===== config.mk =====
export PLATFORM = sky130hd
export DESIGN_NAME = adc_master
export DESIGN_NICKNAME = d
export VERILOG_FILES = /design/src/rtl/adc_if_pkg.sv /design/src/rtl/sync_2ff.sv /design/src/rtl/adc_master.sv
export SDC_FILE = /design/constraint.sdc
export NUM_CORES = 1
export LEC_CHECK = 0
export CAP_MARGIN = 20
export CELL_PAD_IN_SITES_DETAIL_PLACEMENT = 1
export CELL_PAD_IN_SITES_GLOBAL_PLACEMENT = 1
export CORE_ASPECT_RATIO = 2
export CORE_UTILIZATION = 40
export CTS_BUF_LIST = sky130_fd_sc_hd__clkbuf_16
export CTS_CLUSTER_DIAMETER = 100
export CTS_CLUSTER_SIZE = 25
export DETAILED_ROUTE_END_ITERATION = 8
export GPL_TIMING_DRIVEN = 0
export MAX_ROUTING_LAYER = met4
export PLACE_DENSITY_LB_ADDON = 0.25
export RECOVER_POWER = 100
export SLEW_MARGIN = 20
export SYNTH_ARGS = -nofsm -noshare
export SYNTH_HDL_FRONTEND = slang
export SYNTH_HIERARCHICAL = 1
export SYNTH_SLANG_ARGS = --single-unit

===== constraint.sdc =====
create_clock -name i_clk -period 3.2 [get_ports i_clk]
set_clock_uncertainty 0.05 [all_clocks]
set_input_delay 0.48 -clock i_clk [delete_from_list [all_inputs] [get_ports i_clk]]
set_output_delay 0.48 -clock i_clk [all_outputs]
set_load 0.02 [all_outputs]

===== src/rtl/adc_if_pkg.sv =====
// Shared definitions for the serial ADC link: frame geometry defaults,
// master state encoding and a small counter-window helper.
package adc_if_pkg;

    // Default frame geometry, also used by the ADC-side simulation model
    localparam int CMD_WIDTH      = 16;
    localparam int SAMPLE_WIDTH   = 14;
    localparam int FRAME_CYCLES   = 36;
    localparam int TX_START       = 1;
    localparam int RX_START       = 22;
    localparam int CS_HIGH_CYCLES = 4;

    // Width of the frame/gap cycle counter
    localparam int CNT_W = 6;

    // Master state encoding
    localparam logic [1:0] ADC_M_IDLE  = 2'd0;
    localparam logic [1:0] ADC_M_FRAME = 2'd1;
    localparam logic [1:0] ADC_M_GAP   = 2'd2;

    // True when cnt lies in the inclusive range [first, last]
    function automatic logic in_window(input logic [CNT_W-1:0] cnt,
                                       input logic [CNT_W-1:0] first,
                                       input logic [CNT_W-1:0] last);
        return (cnt >= first) && (cnt <= last);
    endfunction

endpackage


===== src/rtl/sync_2ff.sv =====
// Two-flop synchroniser for asynchronous single-bit inputs, one chain per bit.
module sync_2ff
    import adc_if_pkg::*;
#(
    parameter int WIDTH = 1
) (
    input  logic             i_clk,
    input  logic             i_rst_n,
    input  logic [WIDTH-1:0] i_d,
    output logic [WIDTH-1:0] o_q
);

    logic [WIDTH-1:0] sync_1_q;
    logic [WIDTH-1:0] sync_2_q;

    // Two register stages; the second stage is the first one safe to use
    always_ff @(posedge i_clk or negedge i_rst_n) begin
        if (!i_rst_n) begin
            sync_1_q <= '0;
            sync_2_q <= '0;
        end else begin
            sync_1_q <= i_d;
            sync_2_q <= sync_1_q;
        end
    end

    assign o_q = sync_2_q;

endmodule


===== src/rtl/adc_master.sv =====
// FPGA-side initiator for the serial ADC link. Each accepted request runs one
// chip-select-low frame that shifts a command out and captures two sample
// lanes, followed by a chip-select-high guard gap. All outputs are registered.
module adc_master
    import adc_if_pkg::*;
#(
    parameter int CMD_WIDTH      = adc_if_pkg::CMD_WIDTH,
    parameter int SAMPLE_WIDTH   = adc_if_pkg::SAMPLE_WIDTH,
    parameter int FRAME_CYCLES   = adc_if_pkg::FRAME_CYCLES,
    parameter int TX_START       = adc_if_pkg::TX_START,
    parameter int RX_START       = adc_if_pkg::RX_START,
    parameter int CS_HIGH_CYCLES = adc_if_pkg::CS_HIGH_CYCLES
) (
    input  logic                    i_clk,
    input  logic                    i_rst_n,
    input  logic                    i_start,
    input  logic [CMD_WIDTH-1:0]    i_cmd,
    output logic                    o_busy,
    output logic                    o_done,
    output logic [SAMPLE_WIDTH-1:0] o_sample_0,
    output logic [SAMPLE_WIDTH-1:0] o_sample_1,
    output logic                    o_fpga_chip_select_n,
    output logic                    o_fpga_data,
    input  logic [1:0]              i_fpga_data
);

    // Geometry must fit inside the frame and the 6-bit counter
    if (TX_START + CMD_WIDTH > FRAME_CYCLES) begin : g_chk_tx
        $fatal(1, "adc_master: command window exceeds frame");
    end
    if (RX_START + SAMPLE_WIDTH > FRAME_CYCLES) begin : g_chk_rx
        $fatal(1, "adc_master: sample window exceeds frame");
    end
    if (FRAME_CYCLES >= 64) begin : g_chk_frame
        $fatal(1, "adc_master: FRAME_CYCLES must be below 64");
    end
    if (CS_HIGH_CYCLES < 1 || CS_HIGH_CYCLES > 64) begin : g_chk_gap
        $fatal(1, "adc_master: CS_HIGH_CYCLES must be 1..64");
    end

    localparam logic [CNT_W-1:0] TX_FIRST   = CNT_W'(TX_START);
    localparam logic [CNT_W-1:0] TX_LAST    = CNT_W'(TX_START + CMD_WIDTH - 1);
    localparam logic [CNT_W-1:0] RX_FIRST   = CNT_W'(RX_START);
    localparam logic [CNT_W-1:0] RX_LAST    = CNT_W'(RX_START + SAMPLE_WIDTH - 1);
    localparam logic [CNT_W-1:0] FRAME_LAST = CNT_W'(FRAME_CYCLES - 1);
    localparam logic [CNT_W-1:0] GAP_LAST   = CNT_W'(CS_HIGH_CYCLES - 1);

    logic [1:0]              sync_q;

    logic [1:0]              state_q,   state_d;
    logic [CNT_W-1:0]        cnt_q,     cnt_d;
    logic [CMD_WIDTH-1:0]    shreg_q,   shreg_d;
    logic [SAMPLE_WIDTH-1:0] cap0_q,    cap0_d;
    logic [SAMPLE_WIDTH-1:0] cap1_q,    cap1_d;
    logic [SAMPLE_WIDTH-1:0] sample0_q, sample0_d;
    logic [SAMPLE_WIDTH-1:0] sample1_q, sample1_d;
    logic                    done_q,    done_d;
    logic                    busy_q,    busy_d;
    logic                    cs_n_q,    cs_n_d;
    logic                    data_q,    data_d;

    // Resynchronise the two sample lanes coming from the ADC pins
    sync_2ff #(
        .WIDTH (2)
    ) u_sync (
        .i_clk   (i_clk),
        .i_rst_n (i_rst_n),
        .i_d     (i_fpga_data),
        .o_q     (sync_q)
    );

    // Next-state, counter, shift/capture and registered-output logic.
    // Pin outputs are derived from the next state/count so that the flopped
    // value lines up with the frame cycle it belongs to.
    always_comb begin
        state_d   = state_q;
        cnt_d     = cnt_q;
        shreg_d   = shreg_q;
        cap0_d    = cap0_q;
        cap1_d    = cap1_q;
        sample0_d = sample0_q;
        sample1_d = sample1_q;
        done_d    = 1'b0;
        data_d    = 1'b0;

        case (state_q)
            ADC_M_IDLE: begin
                if (i_start) begin
                    state_d = ADC_M_FRAME;
                    cnt_d   = '0;
                    shreg_d = i_cmd;
                end
            end
            ADC_M_FRAME: begin
                if (in_window(cnt_q, RX_FIRST, RX_LAST)) begin
                    cap0_d = {cap0_q[SAMPLE_WIDTH-2:0], sync_q[0]};
                    cap1_d = {cap1_q[SAMPLE_WIDTH-2:0], sync_q[1]};
                end
                if (cnt_q == FRAME_LAST) begin
                    // Last capture may land in this very cycle, so publish cap*_d
                    state_d   = ADC_M_GAP;
                    cnt_d     = '0;
                    done_d    = 1'b1;
                    sample0_d = cap0_d;
                    sample1_d = cap1_d;
                end else begin
                    cnt_d = cnt_q + CNT_W'(1);
                end
            end
            ADC_M_GAP: begin
                if (cnt_q == GAP_LAST) begin
                    state_d = ADC_M_IDLE;
                    cnt_d   = '0;
                end else begin
                    cnt_d = cnt_q + CNT_W'(1);
                end
            end
            default: begin
                state_d = ADC_M_IDLE;
                cnt_d   = '0;
            end
        endcase

        // Command bits leave MSB first during the transmit window
        if (state_d == ADC_M_FRAME && in_window(cnt_d, TX_FIRST, TX_LAST)) begin
            data_d  = shreg_d[CMD_WIDTH-1];
            shreg_d = {shreg_d[CMD_WIDTH-2:0], 1'b0};
        end

        cs_n_d = (state_d != ADC_M_FRAME);
        busy_d = (state_d != ADC_M_IDLE);
    end

    // State and output registers; reset aborts any frame in progress
    always_ff @(posedge i_clk or negedge i_rst_n) begin
        if (!i_rst_n) begin
            state_q   <= ADC_M_IDLE;
            cnt_q     <= '0;
            shreg_q   <= '0;
            cap0_q    <= '0;
            cap1_q    <= '0;
            sample0_q <= '0;
            sample1_q <= '0;
            done_q    <= 1'b0;
            busy_q    <= 1'b0;
            cs_n_q    <= 1'b1;
            data_q    <= 1'b0;
        end else begin
            state_q   <= state_d;
            cnt_q     <= cnt_d;
            shreg_q   <= shreg_d;
            cap0_q    <= cap0_d;
            cap1_q    <= cap1_d;
            sample0_q <= sample0_d;
            sample1_q <= sample1_d;
            done_q    <= done_d;
            busy_q    <= busy_d;
            cs_n_q    <= cs_n_d;
            data_q    <= data_d;
        end
    end

    assign o_busy               = busy_q;
    assign o_done               = done_q;
    assign o_sample_0           = sample0_q;
    assign o_sample_1           = sample1_q;
    assign o_fpga_chip_select_n = cs_n_q;
    assign o_fpga_data          = data_q;

endmodule


* Word level (Yosys, flattened, before mapping)
Index checks and enable logic that the tools add are counted.
** Storage, ports and cells
- Bits in registers :: 88
- Input bits :: 21
- Output and inout port bits :: 32
- Word-level logic and storage cells :: 46
** Cells by class
- Add/subtract/negate cells :: 1
- Order comparisons :: 4
- Equality and inequality tests :: 6
- Multiplexer cells :: 16
- Reduce and logical (&&, ||, !) cells :: 6
** Operator list (count)
- $mux 16 :: 3
- $mux 14 :: 2
- $mux 6 :: 3
- $pmux 6 s3 :: 1
- $add 6x1->6 const B :: 1
- $eq 6x2->1 const B :: 1
- $eq 6x6->1 const B :: 1
- $ge 6x1->1 const B :: 1
- $ge 6x5->1 const B :: 1
- $le 6x5->1 const B :: 1
- $le 6x6->1 const B :: 1
- $mux 2 :: 3
- $pmux 2 s3 :: 1
- $eq 2x1->1 const B :: 2
- $logic_and 1x1->1 :: 3
- $mux 1 :: 3
- $eq 2x2->1 const B :: 1
- $logic_not 2->1 :: 1
- $ne 2x1->1 const B :: 1
- $reduce_and 2->1 :: 1
- $reduce_bool 2->1 :: 1

* Depth between registers and ports, before layout
Gate-level depths: netlist of the first run.
- Word-level depth :: 7
- Depth in mapped cells :: 11
- Gate-level depth less buffers :: 8

* Cells and area by module
Netlist of the first run, hierarchy kept.
** By module, submodules not included
- adc_master :: times used 1, cells each 367, area an instance 3990.1 um2, seq. area each 2103.3 um2
- sync_2ff :: times used 1, cells each 4, area an instance 100.1 um2, seq. area each 100.1 um2

* Worst setup path after synthesis of the first run
OpenSTA, ideal clock, no wires.
- Path type :: flip-flop to flip-flop
- Start :: reg cnt_q[0]
- End :: reg shreg_q[14]
- Setup time :: 134 ps
- Data arrival time :: 2201 ps
- Data required time :: 3016 ps
- Setup slack :: 816 ps
- Cell stages (with the launch flop) :: 11
- Buffers on the path :: 2
- Period minus slack after synthesis :: 2384 ps
- Path through :: dfrtp_1 inv_1 ha_1 or3b_1 o211ai_1 o21ba_2 a31oi_1 o21ba_1 buf_6 buf_12 o211ai_2
** Between the ends
- Longest elaborated chain between the ends :: 7
- Elaborated cells between the ends (all ways) :: 16
- Classes of those cells :: add/sub (1); order compare (2); eq/ne (3); mux (8); reduce/logical (2)
** RTL lines
- start, declared :: RTL line adc_master.sv:51 : logic [CNT_W-1:0] cnt_q, cnt_d;
- start signal, assigned :: RTL line adc_master.sv:150 : cnt_q <= cnt_d;
- $add 6x1->6, or another cell as far along :: RTL line adc_master.sv:107, adc_master.sv:115
- $mux 6 (on tied branches) :: RTL line adc_master.sv:111, adc_master.sv:99
- $pmux 6 s3 (*) :: RTL line adc_master.sv:86 : case (state_q)
- via cnt_d[1] :: RTL line adc_master.sv:51
- $ge 6x1->1 / $le 6x5->1 (equally long branches) :: RTL line adc_if_pkg.sv:25 : return (cnt >= first) && (cnt <= last);
- $logic_and 1x1->1 (*) :: RTL line adc_if_pkg.sv:25
- $logic_and 1x1->1 (*) :: RTL line adc_master.sv:125 : if (state_d == ADC_M_FRAME && in_window(cnt_d, TX_FIRST, TX_LAST)) begin
- $mux 16 (*) :: RTL line adc_master.sv:125
- via shreg_d[14] :: RTL line adc_master.sv:52 : logic [CMD_WIDTH-1:0] shreg_q, shreg_d;
- end signal, assigned :: RTL line adc_master.sv:151 : shreg_q <= shreg_d;
- end, declared :: RTL line adc_master.sv:52
The timed path passes the listed nets; every way through them passes the cells marked *.
A chain may end at the register's enable or synchronous reset.

* Final worst setup path of the first run
- Start :: in i_start
- End :: reg shreg_q[14]
** Between the ends
- Longest elaborated chain between the ends :: 6
- Elaborated cells between the ends (all ways) :: 12
- Classes of those cells :: order compare (2); eq/ne (1); mux (7); reduce/logical (2)
** RTL lines
- start, declared :: RTL line adc_master.sv:16 : input logic i_start,
- $mux 6 :: RTL line adc_master.sv:88 : if (i_start) begin
- $pmux 6 s3 :: RTL line adc_master.sv:86
- $ge 6x1->1 / $le 6x5->1 (equally long branches) :: RTL line adc_if_pkg.sv:25
- $logic_and 1x1->1 :: RTL line adc_if_pkg.sv:25
- $logic_and 1x1->1 :: RTL line adc_master.sv:125
- $mux 16 (*) :: RTL line adc_master.sv:125
- via shreg_d[14] :: RTL line adc_master.sv:52
Marks and branches as above.

==> qor.csv, run 1 <==
metric,value,unit
hold_violations,0,
grt_overflow,0,
yosysTopAreaCellShare,53.2,%
worst_path_max_delay_cell,clkdlybuf4s50_1,
ys_async_sr_fraction,100,%
slowest_delay,530,ps
r2r-start,cnt_q[1],
min_period_over_period,90.9,%
reg2reg_slack,380,ps
crit_path_cell_trace,"clkdlybuf4s50_1, nor3_1, a22oi_1, o21ba_1, a31oi_1, clkbuf_1, o21ai_0, o211ai_2",
synth-edff-count,0,
startpoint_type,primary input,
crit_fanout,10,
die_y,145,um
final_nets,458,
cellLeakagePower,2.28,nW
synthesis.nets,394,
finalMaxSlewViolations,0,
fp-row-count,51,
antenna_found_initial,0,
final_core_util,51.3,%
diodes,0,
peakVddDrop,0.537,mV
hp-class,reg2reg,
max-slew-margin-rel,9.73,%
wirelength,9160,um
start_util,41.6,%
drtPass1Iterations,4,
gp_congestion,0.796,
rsz0062_at_grt,false,
end_kind,register,
grt.total_usage,20.2,%
netlist_top_cells_area,"dfrtp_1, mux2_2, mux2i_1",
worst_pin_slew,1350,ps
grt_pass1_vias,3315,
h-tree-depth,3,
layout-drive-gt1-share,15.7,%
min_period,2910,ps
antenna_left,0,
r2r-end,shreg_q[14],
clock_sinks,88,
crit_start,i_start,
hpwlAfterDp,6730,um
core,9830,um^2
maxCapViolations,0,
vias_per_cell,5.20,
synthToLayoutAreaGrowth,23.2,%
cts-root-buf,clkbuf_16,
pre_cts_ws,-54.6,ps
vias,2972,
drtIter0Drc,98,
remaining_drc_errors,0,
port_buffers,52,
ys_types,43,
path_class,in2reg,
powerDensity,930,nW/um^2
cts_hold_buffers,0,
cts_buffers,9,
cp.arrival,3120,ps
synth.most_common_cell,dfrtp_1,
yosysSeqAreaShare,53.9,%
status,"complete, no violations",
ys_warn_count,6,
post_cts_buffers,0,
finalPower,4.69,mW
setup_viol,0,
wl_per_cell,16.0,um
reg2reg_depth,8,
syn-cell-area,4090,um^2
grt_pass1_wl,16200,um
path_clk_slew,60,ps
ios,53,
clkLatencyLatePin,340,ps
setup_slack,293,ps
post_cts_resized,0,
ys_ff_latch,88,
synth_commonest_cells,"dfrtp_1, nand2_1, nor2_1, a21oi_1, mux2i_1",
die_area,10700,um^2
die_w,73.5,um
worstSetupEndpoint,shreg_q[14],
syn_area_per_cell,11.0,um^2
synth_largest_area_cell,dfrtp_1,
clockBufferDepth,2,
cts_tree,built,
grt_max_degree,56,
worstPathRequired,3410,ps
syn_inst,371,
ys.flop_type,dfrtp_1,
fmax,344,MHz
## per-layer routing
layer / track usage (%) / vias up / share of wire, %
li1: - / 1401 / -
met1: 20.8 / 1499 / 36
met2: 36.5 / 53 / 59
met3: 3.13 / 19 / 2.1
met4: 8.08 / 0 / 2.5
met5: - / - / 0
## power by group
group / internal, mW / switching, mW / leakage (nW)
logic: 0.938 / 1.17 / 0.984
clock network: 0.526 / 0.440 / 0.133
registers: 1.42 / 0.192 / 1.16
## worst min-delay path by stage
stage,start,end,slack (ps),cells past startpoint
global placement,u_sync/sync_1_q[0],u_sync/o_q[0],290,0
floorplan,i_rst_n,cap0_q[0],130,0
CTS,i_rst_n,o_sample_0[0],170,1
detailed placement,u_sync/sync_1_q[0],u_sync/o_q[0],290,0
global route,u_sync/sync_1_q[1],u_sync/o_q[1],310,0
finish,u_sync/sync_1_q[1],u_sync/o_q[1],300,0
## critical path, delay by kind of cell
kind	cells	cell delay, ps
AND/OR/NAND/NOR	1	500
AO/OA/AOI/OAI	5	1220
buffers and inverters	2	900
## cell type report
type | count | area (um^2)
Tap cell | 132 | 165
Fill cell | 1113 | 4790
Sequential cell | 88 | 2200
Inverter | 3 | 11.3
Buffer | 26 | 156
Timing Repair Buffer | 53 | 520
Clock buffer | 9 | 225
Clock inverter | 7 | 47.5
Multi-Input combinational cell | 254 | 1710
## metrics by stage
stage / instance area (um^2) / cells / hold WS, ps / setup TNS [ps]
after CTS: 5070 / 572 / 168 / 0
final: 5040 / 572 / 301 / 0
after global placement: 4780 / 555 / 287 / -146600
after floorplan: 4090 / 371 / 134 / 0
after detailed placement: 4790 / 556 / 286 / -424
after global routing: 5040 / 572 / 307 / 0
## sequential cells by signal, summed over array words and instances (netlist names), 2 cells and up
signal           flops
shreg_q             16
cap0_q              14
cap1_q              14
o_sample_0          14
o_sample_1          14
cnt_q                6
state_q              2
u_sync/o_q           2
u_sync/sync_1_q      2
## cells in the final DEF, fill, tap and decap left out, types with 3 or more instances in the layout
cell type	netlist	routed
a21oi_1	31	31
buf_2	6	4
buf_6	5	5
clkbuf_1	11	16
clkbuf_16	0	9
clkdlybuf4s50_1	0	17
dfrtp_1	87	87
dlygate4sd3_1	0	34
inv_1	3	3
mux2_2	28	28
mux2i_1	29	29
nand2_1	40	40
nand2b_1	3	3
nor2_1	37	37
nor2b_1	16	16
o211ai_1	7	7
o211ai_2	9	9
o21ai_0	19	19
xor2_1	4	4
## kinds of logic after synthesis
| family | share of synthesized area (%) |
|---|---|
| compound gates | 13.2 |
| buf+inv | 4.19 |
| mux | 14.8 |
| simple gates | 12.2 |
| fa+ha+maj | 0.612 |
| flops | 53.9 |
| xor+xnor | 1.07 |
(Power assumes the default switching activity.)
==> run 2: changes to the inputs <==
--- a/config.mk
+++ b/config.mk
@@ -16,7 +16,7 @@
 export DETAILED_ROUTE_END_ITERATION = 8
 export GPL_TIMING_DRIVEN = 0
 export MAX_ROUTING_LAYER = met4
-export PLACE_DENSITY_LB_ADDON = 0.25
+export PLACE_DENSITY_LB_ADDON = 0.15
 export RECOVER_POWER = 100
 export SLEW_MARGIN = 20
 export SYNTH_ARGS = -nofsm -noshare
==> qor.csv, run 2 (synthesized netlist as in run 1, its figures left out) <==
metric,value,unit,change
powerDensity,932,nW/um^2,was 930 nW/um^2
reg2reg_slack,320,ps,was 380 ps
end_kind,register,,unchanged
die_y,145,um,unchanged
finalMaxSlewViolations,34,,was 0
cts_buffers,9,,unchanged
startpoint_type,primary input,,unchanged
start_util,41.6,%,unchanged
clkLatencyLatePin,340,ps,about the same
clockBufferDepth,2,,unchanged
grt_max_degree,57,,was 56
remaining_drc_errors,0,,unchanged
final_cell_mix,"dfrtp_1, nand2_1, nor2_1",,unchanged
hp-class,reg2reg,,unchanged
drtIter0Drc,90,,was 98
cp.arrival,3080,ps,was 3120 ps
gp_congestion,0.808,,was 0.796
antenna_left,0,,unchanged
cts_hold_buffers,0,,unchanged
power_switching,1.75,mW,was 1.80 mW
die_w,73.5,um,unchanged
pre_cts_ws,-92.1,ps,was -54.6 ps
synthToLayoutAreaGrowth,22.6,%,was 23.2%
clock_sinks,88,,unchanged
post_cts_buffers,0,,unchanged
port_buffers,52,,unchanged
peakVddDrop,0.610,mV,was 0.537 mV
drtPass1Iterations,4,,unchanged
core,9830,um^2,unchanged
maxCapViolations,1,,was 0
antenna_found_initial,0,,unchanged
setup_slack,267,ps,was 293 ps
wl_per_cell,16.1,um,was 16.0 um
cts-root-buf,clkbuf_16,,unchanged
seq_power_share,34.5,%,was 34.4%
cts_tree,built,,unchanged
post_cts_resized,0,,unchanged
diodes,0,,unchanged
status,"complete, but fails checks",,"was complete, no violations"
worstPathRequired,3350,ps,was 3410 ps
hold_ws,299,ps,was 301 ps
fmax,341,MHz,was 344 MHz
switching_share,37.4,%,was 38.4%
final_nets,458,,unchanged
final_common_cell,dfrtp_1,,unchanged
largest_register_ffs,16,,unchanged
vias,2976,,was 2972
p_comb_share,43.4,%,was 45.0%
fillers,1144,,was 1113
min_period_over_period,91.7,%,was 90.9%
ios,53,,unchanged
vias_per_cell,5.20,,about the same
path_clk_slew,60,ps,about the same
wirelength,9220,um,was 9160 um
fp-row-count,51,,unchanged
min_period,2930,ps,was 2910 ps
hold_violations,0,,unchanged
grt_pass1_vias,3339,,was 3315
path_class,in2reg,,unchanged
die_area,10700,um^2,unchanged
layout-drive-gt1-share,13.4,%,was 15.7%
grt.total_usage,20.3,%,was 20.2%
worst_pin_slew,1790,ps,was 1350 ps
crit_fanout,10,,unchanged
intPower,2.92,mW,was 2.89 mW
clkPwrFrac,22.1,%,was 20.6%
grt_pass1_wl,16200,um,about the same
cellLeakagePower,2.24,nW,was 2.28 nW
h-tree-depth,3,,unchanged
setup_viol,0,,unchanged
violations,"capacitance limit, slew limit",,
regMostFlops,shreg_q,,unchanged
rsz0062_at_grt,false,,unchanged
max-slew-margin-rel,-19.3,%,was 9.73%
hpwlAfterDp,6700,um,was 6730 um
grt_overflow,0,,unchanged
[run 2: changes by cell type in the layout (fill, tap and decap cells not counted), moves of 2 or more]
cell      delta
clkinv_2     -2
inv_1        +2
o211ai_2     -8
o211ai_1     +8
[run 2: metal layers]
metal	GRT usage, %	vias up	wire, um
li1	-	1400	-
met1	21.7	1514	3480
met2	36.1	47	5320
met3	3.19	15	199
met4	8.17	0	221
met5	-	-	0
[run 2: power groups by stage]
stage / clock network, mW / registers (mW) / logic (mW)
finish: 1.03 / 1.61 / 2.03
global route: 1.10 / 1.66 / 2.25
CTS: 1.06 / 1.62 / 2.20
detailed placement: 0 / 1.64 / 2.19
global placement: 0 / 1.62 / 2.11
floorplan: 0 / 1.72 / 1.45
[run 2: final cells by class]
cell class	instances	area, um^2	share of cell area, %
Multi-Input combinational cell	254	1670	33.3
Sequential cell	88	2200	43.9
Clock buffer	9	225	4.49
Buffer	26	151	3.02
Timing Repair Buffer	53	522	10.4
Tap cell	132	165	3.29
Clock inverter	7	65.1	1.30
Inverter	3	11.3	0.225
[run 2: final timing paths]
check                              startpoint            end  cells after the start
setup / recovery                      i_start    shreg_q[14]                      9
max in group asynchronous             i_rst_n     shreg_q[2]                      2
hold reg to reg            u_sync/sync_1_q[0]  u_sync/o_q[0]                      0
hold / removal             u_sync/sync_1_q[0]  u_sync/o_q[0]                      0
min in group asynchronous             i_rst_n  o_sample_0[0]                      1
setup reg to reg                     cnt_q[0]    shreg_q[14]                     10
[run 2: critical path, stage by stage]
cell and delay, ps:
clkdlybuf4s50_1 510, nor3_1 470, a22oi_1 210, o21ba_1 240
a31oi_1 540, o21ba_1 240, buf_6 140, buf_12 130
o211ai_1 120
[run 2: stage by stage]
step | total power, mW | utilization, % | std cells | area (um^2) | setup TNS [ps]
2_1_floorplan | 3.17 | - | 371 | 4090 | 0
3_3_place_gp | 3.73 | 48.6 | 555 | 4780 | -145170
3_5_place_dp | 3.83 | 48.9 | 556 | 4800 | -718
4_1_cts | 4.88 | 51.8 | 572 | 5090 | 0
5_1_grt | 5.00 | 51.0 | 572 | 5010 | 0
6_report | 4.67 | 51.0 | 572 | 5010 | 0
==> run 3: changes to the inputs <==
--- a/config.mk
+++ b/config.mk
@@ -14,7 +14,7 @@
 export CTS_CLUSTER_DIAMETER = 100
 export CTS_CLUSTER_SIZE = 25
 export DETAILED_ROUTE_END_ITERATION = 8
-export GPL_TIMING_DRIVEN = 0
+export GPL_TIMING_DRIVEN = 1
 export MAX_ROUTING_LAYER = met4
 export PLACE_DENSITY_LB_ADDON = 0.15
 export RECOVER_POWER = 100
==> constraint.sdc (replaced) <==
create_clock -name i_clk -period 3.48 [get_ports i_clk]
set_clock_uncertainty 0.05 [all_clocks]
set_input_delay 0.522 -clock i_clk [delete_from_list [all_inputs] [get_ports i_clk]]
set_output_delay 0.522 -clock i_clk [all_outputs]
set_load 0.02 [all_outputs]
==> qor.csv, run 3 (synthesized netlist as in run 1, its figures left out) <==
metric,value,unit,change
status,"complete, but fails checks",,unchanged
violations,"capacitance limit, slew limit",,unchanged
end_kind,register,,unchanged
grt_overflow,0,,unchanged
diodes,0,,unchanged
h-tree-depth,3,,unchanged
path_class,reg2reg,,was in2reg
final_common_cell,dfrtp_1,,unchanged
die_area,10700,um^2,unchanged
placed_cell_area,4710,um^2,was 4800 um^2
cts-root-buf,clkbuf_16,,unchanged
finalMaxSlewViolations,91,,was 34
ios,53,,unchanged
fin_cells,553,,was 572
cts_buffers,9,,unchanged
core,9830,um^2,unchanged
fmax,341,MHz,
gp_congestion,0.772,,was 0.808
min_period_over_period,84.3,%,
path_clk_slew,60,ps,about the same
hold_start,u_sync/sync_1_q[1],,was u_sync/sync_1_q[0]
regMostFlops,shreg_q,,unchanged
hold_path_depth,0,,unchanged
design_area,4890,um^2,was 5010 um^2
worstPathRequired,3640,ps,was 3350 ps
powerDensity,824,nW/um^2,was 932 nW/um^2
fillers,1143,,was 1144
setup_viol,0,,unchanged
vias_per_cell,5.22,,was 5.20
grt_max_degree,63,,was 57
port_buffers,52,,unchanged
antenna_left,0,,unchanged
clock_sinks,88,,unchanged
grt_pass1_wl,15600,um,was 16200 um
layout-drive-gt1-share,12.6,%,was 13.4%
tns,0,ps,unchanged
finalPower,4.02,mW,was 4.67 mW
max-slew-margin-rel,-1.95,%,was -19.3%
min_period,2930,ps,
worst_pin_slew,1530,ps,was 1790 ps
cellLeakagePower,2.18,nW,was 2.24 nW
antenna_found_initial,0,,unchanged
cts_hold_buffers,0,,unchanged
peakVddDrop,0.419,mV,was 0.610 mV
hpwlAfterDp,6010,um,was 6700 um
post_cts_buffers,0,,unchanged
hp-class,reg2reg,,unchanged
cp.arrival,3100,ps,was 3080 ps
start_util,41.6,%,unchanged
die_w,73.5,um,unchanged
die_y,145,um,unchanged
clkLatencyLatePin,330,ps,was 340 ps
fp-row-count,51,,unchanged
dp_cells,539,,was 556
vias,2885,,was 2976
synthToLayoutAreaGrowth,19.5,%,was 22.6%
largest_register_ffs,16,,unchanged
final_nets,441,,was 458
drtPass1Iterations,4,,unchanged
maxCapViolations,2,,was 1
wirelength,8720,um,was 9220 um
crit_start,cnt_q[0],,was i_start
grt.total_usage,19.5,%,was 20.3%
hold_violations,0,,unchanged
post_cts_resized,0,,unchanged
crit_fanout,28,,was 10
reg2reg_depth,8,,was 10
grt_pass1_vias,3213,,was 3339
clockBufferDepth,2,,unchanged
drtIter0Drc,162,,was 90
startpoint_type,register,,was primary input
cts_tree,built,,unchanged
rsz0062_at_grt,false,,unchanged
remaining_drc_errors,0,,unchanged
final_cell_mix,"dfrtp_1, nand2_1, nor2_1",,unchanged
r2r-start,cnt_q[0],,unchanged
wl_per_cell,15.8,um,was 16.1 um
run 3: changes by cell type in the layout (fill, tap and decap cells not counted), moves of 2 or more:
cell,previous run,this run
buf_2,5,0
clkinvlp_4,2,0
buf_6,4,0
buf_4,0,6
clkbuf_1,16,3
run 3: critical path, cell delays in order, from the launching register on:
cell,delay [ps]
dfrtp_1,420
inv_1,130
ha_1,160
o21a_1,120
nor2_1,60
o31ai_4,190
and2_0,150
clkbuf_1,1090
mux2_2,440
run 3: layer usage:
| metal | track usage, % | wire length [um] | share of wire, % | vias to the layer above |
|---|---|---|---|---|
| met3 | 3.68 | 176 | 2.0 | 12 |
| met1 | 21.5 | 3430 | 39 | 1458 |
| met5 | - | 0 | 0 | - |
| met2 | 33.8 | 4950 | 57 | 46 |
| li1 | - | - | - | 1369 |
| met4 | 7.12 | 166 | 1.9 | 0 |
run 3: path summary, 6_finish.rpt:
path,to,slack [ps]
max,cap0_q[8],550
min,u_sync/o_q[1],310
max reg2reg,cap0_q[8],550
min reg2reg,u_sync/o_q[1],310
max in group asynchronous,u_sync/o_q[1],1450
min in group asynchronous,u_sync/o_q[0],510
run 3: final cells by class:
cell class	count	area (um^2)	area share, %
inverters	3	11.3	0.230
multi-input cells	254	1680	34.5
flip-flops and latches	88	2200	45.1
clock inverters	5	20.0	0.410
clock buffers	9	225	4.61
repair buffers	62	577	11.8
well taps	132	165	3.38
run 3: report_power, final:
| group | internal [mW] | total, mW | switching (mW) | leakage (nW) |
|---|---|---|---|---|
| sequential | 1.31 | 1.53 | 0.221 | 1.16 |
| combinational | 0.724 | 1.66 | 0.939 | 0.890 |
| clock | 0.464 | 0.831 | 0.368 | 0.132 |
run 3: through the flow:
step	hold WS (ps)	util [%]	setup WS, ps
2_1_floorplan	176	-	1100
3_3_place_gp	286	47.9	343
3_5_place_dp	301	47.9	236
4_1_cts	245	50.4	499
5_1_grt	324	49.7	254
6_report	307	49.7	546
